--- src/rtl/imgmem_tile_arbiter_pkg.sv ---
// Shared definitions for the image-RAM port-A arbiter and tile-fill engine:
// screen geometry, board geometry defaults, field widths and FSM encoding.
package imgmem_tile_arbiter_pkg;

  localparam int SCREEN_W         = 640;
  localparam int SCREEN_H         = 480;

  localparam int TILE_DEF         = 16;
  localparam int BOARD_W_DEF      = 10;
  localparam int BOARD_H_DEF      = 20;
  localparam int ORIGIN_X_DEF     = 240;
  localparam int ORIGIN_Y_DEF     = 80;
  localparam int STARVE_LIMIT_DEF = 8;

  localparam int COLOR_W          = 8;
  localparam int ADDR_W           = 19;
  localparam int TX_W             = 4;
  localparam int TY_W             = 5;

  typedef enum logic [1:0] {
    ST_IDLE = 2'd0,
    ST_FILL = 2'd1,
    ST_DONE = 2'd2
  } fill_state_t;

endpackage

--- src/rtl/imgmem_tile_arbiter_tile_addr_gen.sv ---
// tile_addr_gen: computes the top-left pixel address of a board tile and
// walks the tile in raster order, one pixel per enabled cycle.
//   clock, iRST_n : clock / async active-low reset
//   load          : capture base address of tile (tx,ty), clear px/py
//   adv           : step to the next pixel of the tile
//   tx, ty        : tile column / row
//   cur_addr      : address of the current pixel
//   last          : current pixel is the bottom-right one of the tile
module tile_addr_gen
  import imgmem_tile_arbiter_pkg::*;
#(
  parameter int TILE     = TILE_DEF,
  parameter int ORIGIN_X = ORIGIN_X_DEF,
  parameter int ORIGIN_Y = ORIGIN_Y_DEF,
  parameter int STRIDE   = SCREEN_W
) (
  input  logic              clock,
  input  logic              iRST_n,
  input  logic              load,
  input  logic              adv,
  input  logic [TX_W-1:0]   tx,
  input  logic [TY_W-1:0]   ty,
  output logic [ADDR_W-1:0] cur_addr,
  output logic              last
);

  localparam int                PW       = (TILE > 1) ? $clog2(TILE) : 1;
  localparam logic [PW-1:0]     P_MAX    = PW'(TILE - 1);
  // Jump from the right edge of one tile row to the left edge of the next.
  localparam logic [ADDR_W-1:0] ROW_STEP = ADDR_W'(STRIDE - (TILE - 1));

  logic [PW-1:0]     px, py;
  logic [ADDR_W-1:0] row, col, base;

  // Whole computation stays in ADDR_W bits; the largest on-screen address
  // fits, so nothing is lost.
  assign row  = ADDR_W'(ORIGIN_Y) + ADDR_W'(ty) * ADDR_W'(TILE);
  assign col  = ADDR_W'(ORIGIN_X) + ADDR_W'(tx) * ADDR_W'(TILE);
  assign base = row * ADDR_W'(STRIDE) + col;

  assign last = (px == P_MAX) && (py == P_MAX);

  always_ff @(posedge clock or negedge iRST_n) begin
    if (!iRST_n) begin
      px       <= '0;
      py       <= '0;
      cur_addr <= '0;
    end else if (load) begin
      px       <= '0;
      py       <= '0;
      cur_addr <= base;
    end else if (adv) begin
      if (px == P_MAX) begin
        px       <= '0;
        py       <= py + 1'b1;
        cur_addr <= cur_addr + ROW_STEP;
      end else begin
        px       <= px + 1'b1;
        cur_addr <= cur_addr + 1'b1;
      end
    end
  end

endmodule

--- src/rtl/imgmem_tile_arbiter.sv ---
// imgmem_tile_arbiter: owns image-RAM port A and shares it between the
// processor load/store path (priority) and a tile-fill engine that paints
// one TILE x TILE board cell with a solid colour, one pixel per cycle.
// The engine is forced a slot after STARVE_LIMIT consecutive stalls.
//   clock, iRST_n           : clock (RAM runs on ~clock) / async active-low reset
//   proc_req/addr/data/wren : processor access; proc_q returns RAM data
//   proc_stall              : processor lost this cycle, hold request
//   fill_req/tx/ty/color    : tile fill request (sampled only when idle)
//   fill_ack/done/err       : one-cycle status pulses; fill_busy while filling
//   mem_addr/data/wren/q    : RAM port-A pins
module imgmem_tile_arbiter
  import imgmem_tile_arbiter_pkg::*;
#(
  parameter int TILE         = TILE_DEF,
  parameter int BOARD_W      = BOARD_W_DEF,
  parameter int BOARD_H      = BOARD_H_DEF,
  parameter int ORIGIN_X     = ORIGIN_X_DEF,
  parameter int ORIGIN_Y     = ORIGIN_Y_DEF,
  parameter int SCREEN_W     = imgmem_tile_arbiter_pkg::SCREEN_W,
  parameter int STARVE_LIMIT = STARVE_LIMIT_DEF
) (
  input  logic               clock,
  input  logic               iRST_n,
  input  logic               proc_req,
  input  logic [ADDR_W-1:0]  proc_addr,
  input  logic [COLOR_W-1:0] proc_data,
  input  logic               proc_wren,
  output logic [COLOR_W-1:0] proc_q,
  output logic               proc_stall,
  input  logic               fill_req,
  input  logic [TX_W-1:0]    fill_tx,
  input  logic [TY_W-1:0]    fill_ty,
  input  logic [COLOR_W-1:0] fill_color,
  output logic               fill_ack,
  output logic               fill_busy,
  output logic               fill_done,
  output logic               fill_err,
  output logic [ADDR_W-1:0]  mem_addr,
  output logic [COLOR_W-1:0] mem_data,
  output logic               mem_wren,
  input  logic [COLOR_W-1:0] mem_q
);

  localparam int               SW      = $clog2(STARVE_LIMIT + 1);
  localparam logic [SW-1:0]    SLIMIT  = SW'(STARVE_LIMIT);

  fill_state_t        state_q, state_d;
  logic [COLOR_W-1:0] color_q;
  logic [SW-1:0]      starve_q;
  logic [ADDR_W-1:0]  cur_addr;
  logic               last_px;
  logic               eng_grant;
  logic               load;
  logic               ack_d, err_d;
  logic               in_range;

  assign in_range  = (int'(fill_tx) < BOARD_W) && (int'(fill_ty) < BOARD_H);

  // Processor wins unless the engine has been starved long enough.
  assign eng_grant = (state_q == ST_FILL) && (!proc_req || starve_q == SLIMIT);

  assign proc_stall = proc_req && eng_grant;
  assign proc_q     = mem_q;

  always_comb begin
    mem_addr = proc_addr;
    mem_data = proc_data;
    mem_wren = proc_req && proc_wren;
    if (eng_grant) begin
      mem_addr = cur_addr;
      mem_data = color_q;
      mem_wren = 1'b1;
    end
  end

  tile_addr_gen #(
    .TILE     (TILE),
    .ORIGIN_X (ORIGIN_X),
    .ORIGIN_Y (ORIGIN_Y),
    .STRIDE   (SCREEN_W)
  ) u_addr_gen (
    .clock    (clock),
    .iRST_n   (iRST_n),
    .load     (load),
    .adv      (eng_grant),
    .tx       (fill_tx),
    .ty       (fill_ty),
    .cur_addr (cur_addr),
    .last     (last_px)
  );

  always_comb begin
    state_d = state_q;
    load    = 1'b0;
    ack_d   = 1'b0;
    err_d   = 1'b0;
    case (state_q)
      ST_IDLE: begin
        if (fill_req) begin
          if (in_range) begin
            load    = 1'b1;
            ack_d   = 1'b1;
            state_d = ST_FILL;
          end else begin
            err_d   = 1'b1;
          end
        end
      end
      ST_FILL: begin
        if (eng_grant && last_px) state_d = ST_DONE;
      end
      ST_DONE: state_d = ST_IDLE;
      default: state_d = ST_IDLE;
    endcase
  end

  always_ff @(posedge clock or negedge iRST_n) begin
    if (!iRST_n) begin
      state_q   <= ST_IDLE;
      color_q   <= '0;
      fill_ack  <= 1'b0;
      fill_err  <= 1'b0;
      fill_busy <= 1'b0;
      fill_done <= 1'b0;
    end else begin
      state_q   <= state_d;
      if (load) color_q <= fill_color;
      fill_ack  <= ack_d;
      fill_err  <= err_d;
      fill_busy <= (state_d == ST_FILL);
      // Registered off the DONE state, so it lands the cycle after DONE.
      fill_done <= (state_q == ST_DONE);
    end
  end

  always_ff @(posedge clock or negedge iRST_n) begin
    if (!iRST_n) begin
      starve_q <= '0;
    end else if (state_q != ST_FILL || eng_grant) begin
      starve_q <= '0;
    end else if (starve_q != SLIMIT) begin
      starve_q <= starve_q + 1'b1;
    end
  end

endmodule

--- config.mk ---
export PLATFORM = sky130hd
export DESIGN_NAME = imgmem_tile_arbiter
export DESIGN_NICKNAME = d
export VERILOG_FILES = /design/src/rtl/imgmem_tile_arbiter_pkg.sv /design/src/rtl/imgmem_tile_arbiter_tile_addr_gen.sv /design/src/rtl/imgmem_tile_arbiter.sv
export SDC_FILE = /design/constraint.sdc
export NUM_CORES = 1
export LEC_CHECK = 0
export CAP_MARGIN = 5
export CORE_MARGIN = 2
export CORE_UTILIZATION = 35
export DETAILED_ROUTE_END_ITERATION = 12
export GPL_TIMING_DRIVEN = 1
export SYNTH_ARGS = -nofsm -noshare
export SYNTH_HDL_FRONTEND = slang
export SYNTH_SLANG_ARGS = --single-unit
--- constraint.sdc ---
create_clock -name clock -period 5.15 [get_ports clock]
set_input_delay 0.515 -clock clock [delete_from_list [all_inputs] [get_ports clock]]
set_output_delay 0.515 -clock clock [all_outputs]
set_load 0.03 [all_outputs]
; ---- Yosys cells after proc, flatten, opt, wreduce, memory -nomap -nowiden
; Index checks and enable logic that the tools add are counted.
[classes]
mul = 1
magnitude_cmp = 2
n_reduce_logical = 14
n_mux = 24
n_eq_ne = 8
addsub = 8
[op_table]
columns = operator, count
row1 = 19-bit 2-to-1 mux, 4
row2 = 4-bit 2-to-1 mux, 8
row3 = 19-bit by 1-bit adder with 19-bit output (second input constant), 1
row4 = 19-bit by 10-bit adder with 19-bit output (second input constant), 1
row5 = 19-bit adder, 1
row6 = 19-bit by 3-bit multiplier with 12-bit output (second input constant), 1
row7 = 4-bit by 1-bit adder with 4-bit output (second input constant), 3
row8 = 4-bit == test (second input constant), 3
row9 = 7-bit by 9-bit adder with 10-bit output (first input constant), 1
row10 = 8-bit by 8-bit adder with 9-bit output (first input constant), 1
row11 = 8-bit 2-to-1 mux, 1
row12 = 1-bit 2-to-1 mux, 7
row13 = 1-bit logical AND, 6
row14 = 2-bit 2-to-1 mux, 3
row15 = 2-bit nonzero test, 3
row16 = 5-bit < comparator (second input constant), 1
row17 = 2-bit by 1-bit == test with 1-bit output (second input constant), 2
row18 = 4-bit < comparator (second input constant), 1
row19 = 4-bit != test (second input constant), 1
row20 = 2-bit one-hot mux with 2 select lines, 1
row21 = 2-bit == test (second input constant), 1
row22 = 2-bit zero test, 1
row23 = 1-bit logical OR, 2
row24 = 2-bit by 1-bit != test with 1-bit output (second input constant), 1
row25 = other kinds (2), 2
[word_totals]
elab_cells = 67
ff_bits = 45
out_inout_bits = 41
in_bits = 57

; ---- Logic depth before layout (Yosys ltp)
[logic_depth]
ltp_word = 7
depth_mapped = 12

; ---- By module
; Synthesis repeated with hierarchy kept, for this count alone.
[hier_totals]
hier_cells = 299
hier_area_um2 = 3121.7
[by_module_without_submodules]
columns = module, instances, area_each_um2, cells_per_inst, seq_area_each_um2
row1 = tile_addr_gen, 1, 1936.9, 204, 675.6
row2 = imgmem_tile_arbiter, 1, 1184.9, 95, 450.4

; ---- Worst setup path after synthesis
; Ideal clock, no wire load.
[synth_timing]
kind = input -> register
from = input fill_ty[0]
to = register u_addr_gen.cur_addr[17]
setup_time_ps = 124
required_time_ps = 5026
slack_ps = 2613
cell_stages = 11
arrival_time_ps = 2413
cell_sequence = ha_1 > o21ai_1 > xor2_2 > xnor2_1 > inv_1 > ha_1 > a21o_1 > a21oi_1 > xnor3_1 > nor2_1 > a211o_1
[synth_via]
elab_chain_len = 6
[synth_rtl]
columns = element, line
row1 = start: declaration, imgmem_tile_arbiter.sv:32  ; input logic [TY_W-1:0] fill_ty,
row2 = "parallel branches: the longest is 6 deep, another holds 19-bit by 3-bit multiplier with 12-bit output", n/a
row3 = end signal: assignment, imgmem_tile_arbiter_tile_addr_gen.sv:51  ; cur_addr <= base;
row4 = end signal: assignment, imgmem_tile_arbiter_tile_addr_gen.sv:56  ; cur_addr <= cur_addr + ROW_STEP;
row5 = end signal: assignment, imgmem_tile_arbiter_tile_addr_gen.sv:59  ; cur_addr <= cur_addr + 1'b1;
row6 = end: declaration, imgmem_tile_arbiter_tile_addr_gen.sv:23  ; output logic [ADDR_W-1:0] cur_addr,
; Parallel ways; which one is timed is not known.
; A chain may end at the register's enable or synchronous reset.

; ---- Final worst setup path
[layout_timing]
from = register starve_q[0]
to = output mem_addr[8]
[layout_via]
elab_chain_len = 4
[layout_rtl]
columns = element, line
row1 = start: declaration, imgmem_tile_arbiter.sv:49  ; logic [SW-1:0] starve_q;
row2 = start signal: assignment, imgmem_tile_arbiter.sv:142  ; starve_q <= starve_q + 1'b1;
row3 = 4-bit == test, imgmem_tile_arbiter.sv:60  ; assign eng_grant = (state_q == ST_FILL) && (!proc_req || starve_q == SLIMIT);
row4 = 1-bit logical OR, imgmem_tile_arbiter.sv:60
row5 = 1-bit logical AND, imgmem_tile_arbiter.sv:60
row6 = 19-bit 2-to-1 mux, imgmem_tile_arbiter.sv:69  ; if (eng_grant) begin
row7 = end: declaration, imgmem_tile_arbiter.sv:38  ; output logic [ADDR_W-1:0] mem_addr,
; No other way between the ends.

==> metrics.csv <==
stage;metric;value;unit
sta;max-slew-margin-rel;0.3084;
route;via_per_inst;5.072;
floorplanning;die_w;96.03;microns
clock_tree;cts-buffers-inserted;5;
clock_tree;cts_clk_pin_slew_worst_paths;80;ps
floorplanning;initial_utilization;0.3607;
worst_setup_path;critical_path_class;flip-flop to primary output;
synth;post_synth_main_area_contributors;dfrtp_1, nand2_1, ha_1, xor2_1, o21ai_0;
route;via_count;2764;
cells_and_area;post_synthesis_to_final_layout_area_growth;31.57;%
worst_setup_path;critical_path.endpoint_type;primary output;
power_and_ir_drop;cellLeakagePower;0.001785;uW
clock_tree;cts_sinks;45;
grt;grt_first_pass_wirelength;12200;microns
clock_tree;tritoncts_clock_tree;done;
clock_tree;cts.htree.levels;2;
route;drt_first_pass_iters;4;
cells_and_area;finish.net_count;510;
clock_tree;clock_path_buffers;2;
synth;most_frequent_cell_after_synthesis;nand2_1;
placement;detailedPlace.worstSlack;1784;ps
clock_tree;worstSkewPairLatency;300;ps
placement;placed_cell_area;3817;sq um
synth;post_synth_inst_count;370;
route;drcViolationCount;0;
synth;synth_enable_flop_cells;0;
synth;synth_seq_cells;45;
synth;synth.yosys.warnings;0;
synth;synth-async-reset-ratio;1.000;
placement;port_buffers;81;
synth;synth.lib_cells_used.distinct;51;
floorplanning;floorplan.core_area;8217;sq um
synth;synth_area;2964;sq um
synth;postSynthNetCount;441;
synth;synth_commonest_cells;nand2_1, dfrtp_1, nor2_1, o21ai_0;
worst_setup_path;worstPathArrival;2880;ps
sta;min_period_over_period;0.6598;
floorplanning;floorplan.io_pins;98;
sta;timing_hold_violations_final;0;
placement;gp_congestion;0.8467;
route;drt_iter0_drc;130;
sta;worstMarginPinSlew;1037;ps
cells_and_area;antenna_cells_inserted;0;
sta;report.final.slew_viol_count;0;
worst_setup_path;crit_path_start_kind;flip-flop;
synth;synth_sequential_area_ratio;0.3799;
clock_tree;cts_root_buffer;clkbuf_8;
route;postRouteAntennaNets;0;
clock_tree;postCtsSetupBuffers;0;
clock_tree;cts.hold.buffers_added;0;
synth;dominantRegCellSynth;dfrtp_1;
outcome;status;complete, no violations;
grt;globalRoute.totalOverflow;0;
synth;synthDominantAreaCellType;dfrtp_1;
cells_and_area;finish.instance_area;3900;sq um
clock_tree;ctsResizeCount;0;
floorplanning;die-height;96.03;microns
power_and_ir_drop;vdd_drop_max;0.1436;mV
grt;grt_pass1_vias;2530;
sta;setup_violations;0;
grt;grt_max_degree;46;
worst_setup_path;required;4640;ps
floorplanning;die_area;9221;sq um
route;wirelength;7490;microns
cells_and_area;drive_above_1_share;0.05455;
grt;grt_util_all_layers;0.1679;
sta;finalCriticalPeriod;3398;ps
floorplanning;num_rows;33;
synth;synth.avg_cell_area;8.011;sq um
sta;tns;0;ps
synth;synthDominantCellAreaShare;0.3799;
power_and_ir_drop;total_power_density_per_cell_area;269.0;nW/um^2
placement;dpl.hpwl;5371;microns
sta;setup_slack;1752;ps
grt;grt_antenna_before_repair;0;
sta;grt_setup_unrepaired;false;
job;cap_violations;0;
cells_and_area;final_core_util;0.4746;
sta;fin_worst_skew;6.774;ps
min_path;type_of_the_most_critical_hold_path;input port to async pin;
route;detail_route.wl_per_cell;13.74;microns
sta;clock.fmax;294.3;MHz
worst_setup_path;timing.critical_path.fanout_max;37;
==> final cells by class <==
cell class	count	area (sq um)
clock buffers	6	72.57
clock inverters	2	10.01
fillers	834	4317
inverters	16	60.06
multi-input cells	286	1664
flip-flops and latches	45	1126
well taps	105	131.4
repair buffers	85	835.8
==> through the flow <==
stage | hold WS [ps] | total power (uW) | instances
2_1_floorplan | 219.4 | 710.7 | 370
3_3_place_gp | 456.2 | 834.4 | 537
3_5_place_dp | 462.2 | 841.6 | 537
4_1_cts | 427.2 | 1064 | 545
5_1_grt | 479.6 | 1123 | 545
6_report | 395.5 | 1049 | 545
==> layer usage <==
layer	GRT usage	share of wire
met2	0.2749	0.47
met4	0.03214	0.0076
met3	0.02584	0.058
met5	0	0
met1	0.2363	0.47
==> critical path: stages, from the launching register on <==
cell,delay (ps)
dfrtp_1,410
inv_1,70
ha_1,140
nand3b_1,190
a21oi_4,810
nand2_1,170
nand2_1,100
clkdlybuf4s50_1,670
==> sequential cells by signal, summed over array words and instances (netlist names), 2 cells and up <==
register and count:
color_q 8, starve_q 4, state_q 2, u_addr_gen.cur_addr 19
u_addr_gen.px 4, u_addr_gen.py 4
==> worst paths after layout <==
check,slack (ps),cells past startpoint,start,endpoint
max reg2reg,2530,7,starve_q[0],u_addr_gen.cur_addr[16]
min in group clock,480,1,state_q[0],fill_done
min,400,1,iRST_n,u_addr_gen.cur_addr[3]
max in group asynchronous,4120,1,iRST_n,state_q[1]
max,1750,7,starve_q[0],mem_addr[8]
min reg2reg,480,1,state_q[0],fill_done
==> report_power, final <==
part           internal (uW)  switching [uW]  leakage (uW)
Sequential               406            74.9      0.000582
Combinational            166             188       0.00116
Clock                   94.3             121     0.0000450
==> cell families (layout without fill, tap and decap cells) <==
logic type / count (synthesis) / after routing / synth area share
and+or+nand+nor: 181 / 181 / 0.2605
AOI/OAI and AO/OA: 68 / 68 / 0.1587
DFF: 45 / 45 / 0.3799
buffers and inverters: 39 / 109 / 0.06247
xor gates and xnor gates: 19 / 19 / 0.06332
adders and majority gates: 14 / 14 / 0.06163
muxes: 4 / 4 / 0.01351
==> layout by cell type (no fill, tap or decap), types with 2 or more instances in the layout <==
cell,n
a21o_1,3
clkbuf_8,5
nand3_1,9
nand3_2,2
nor3_1,3
nand2b_1,3
buf_4,4
and3_1,2
a22o_1,2
xor2_1,10
ha_1,13
clkinv_2,2
o211ai_1,5
nand4_1,5
nor3b_1,2
o21ai_0,17
xnor2_1,7
o311ai_0,3
o32a_1,3
o31a_1,2
a31oi_1,2
clkdlybuf4s50_1,80
o31ai_1,3
a21oi_1,15
nor2_1,22
mux2i_1,4
nand2_1,124
inv_1,16
o21ai_1,2
a211oi_2,2
dfrtp_1,45
(Power assumes the default switching activity.)
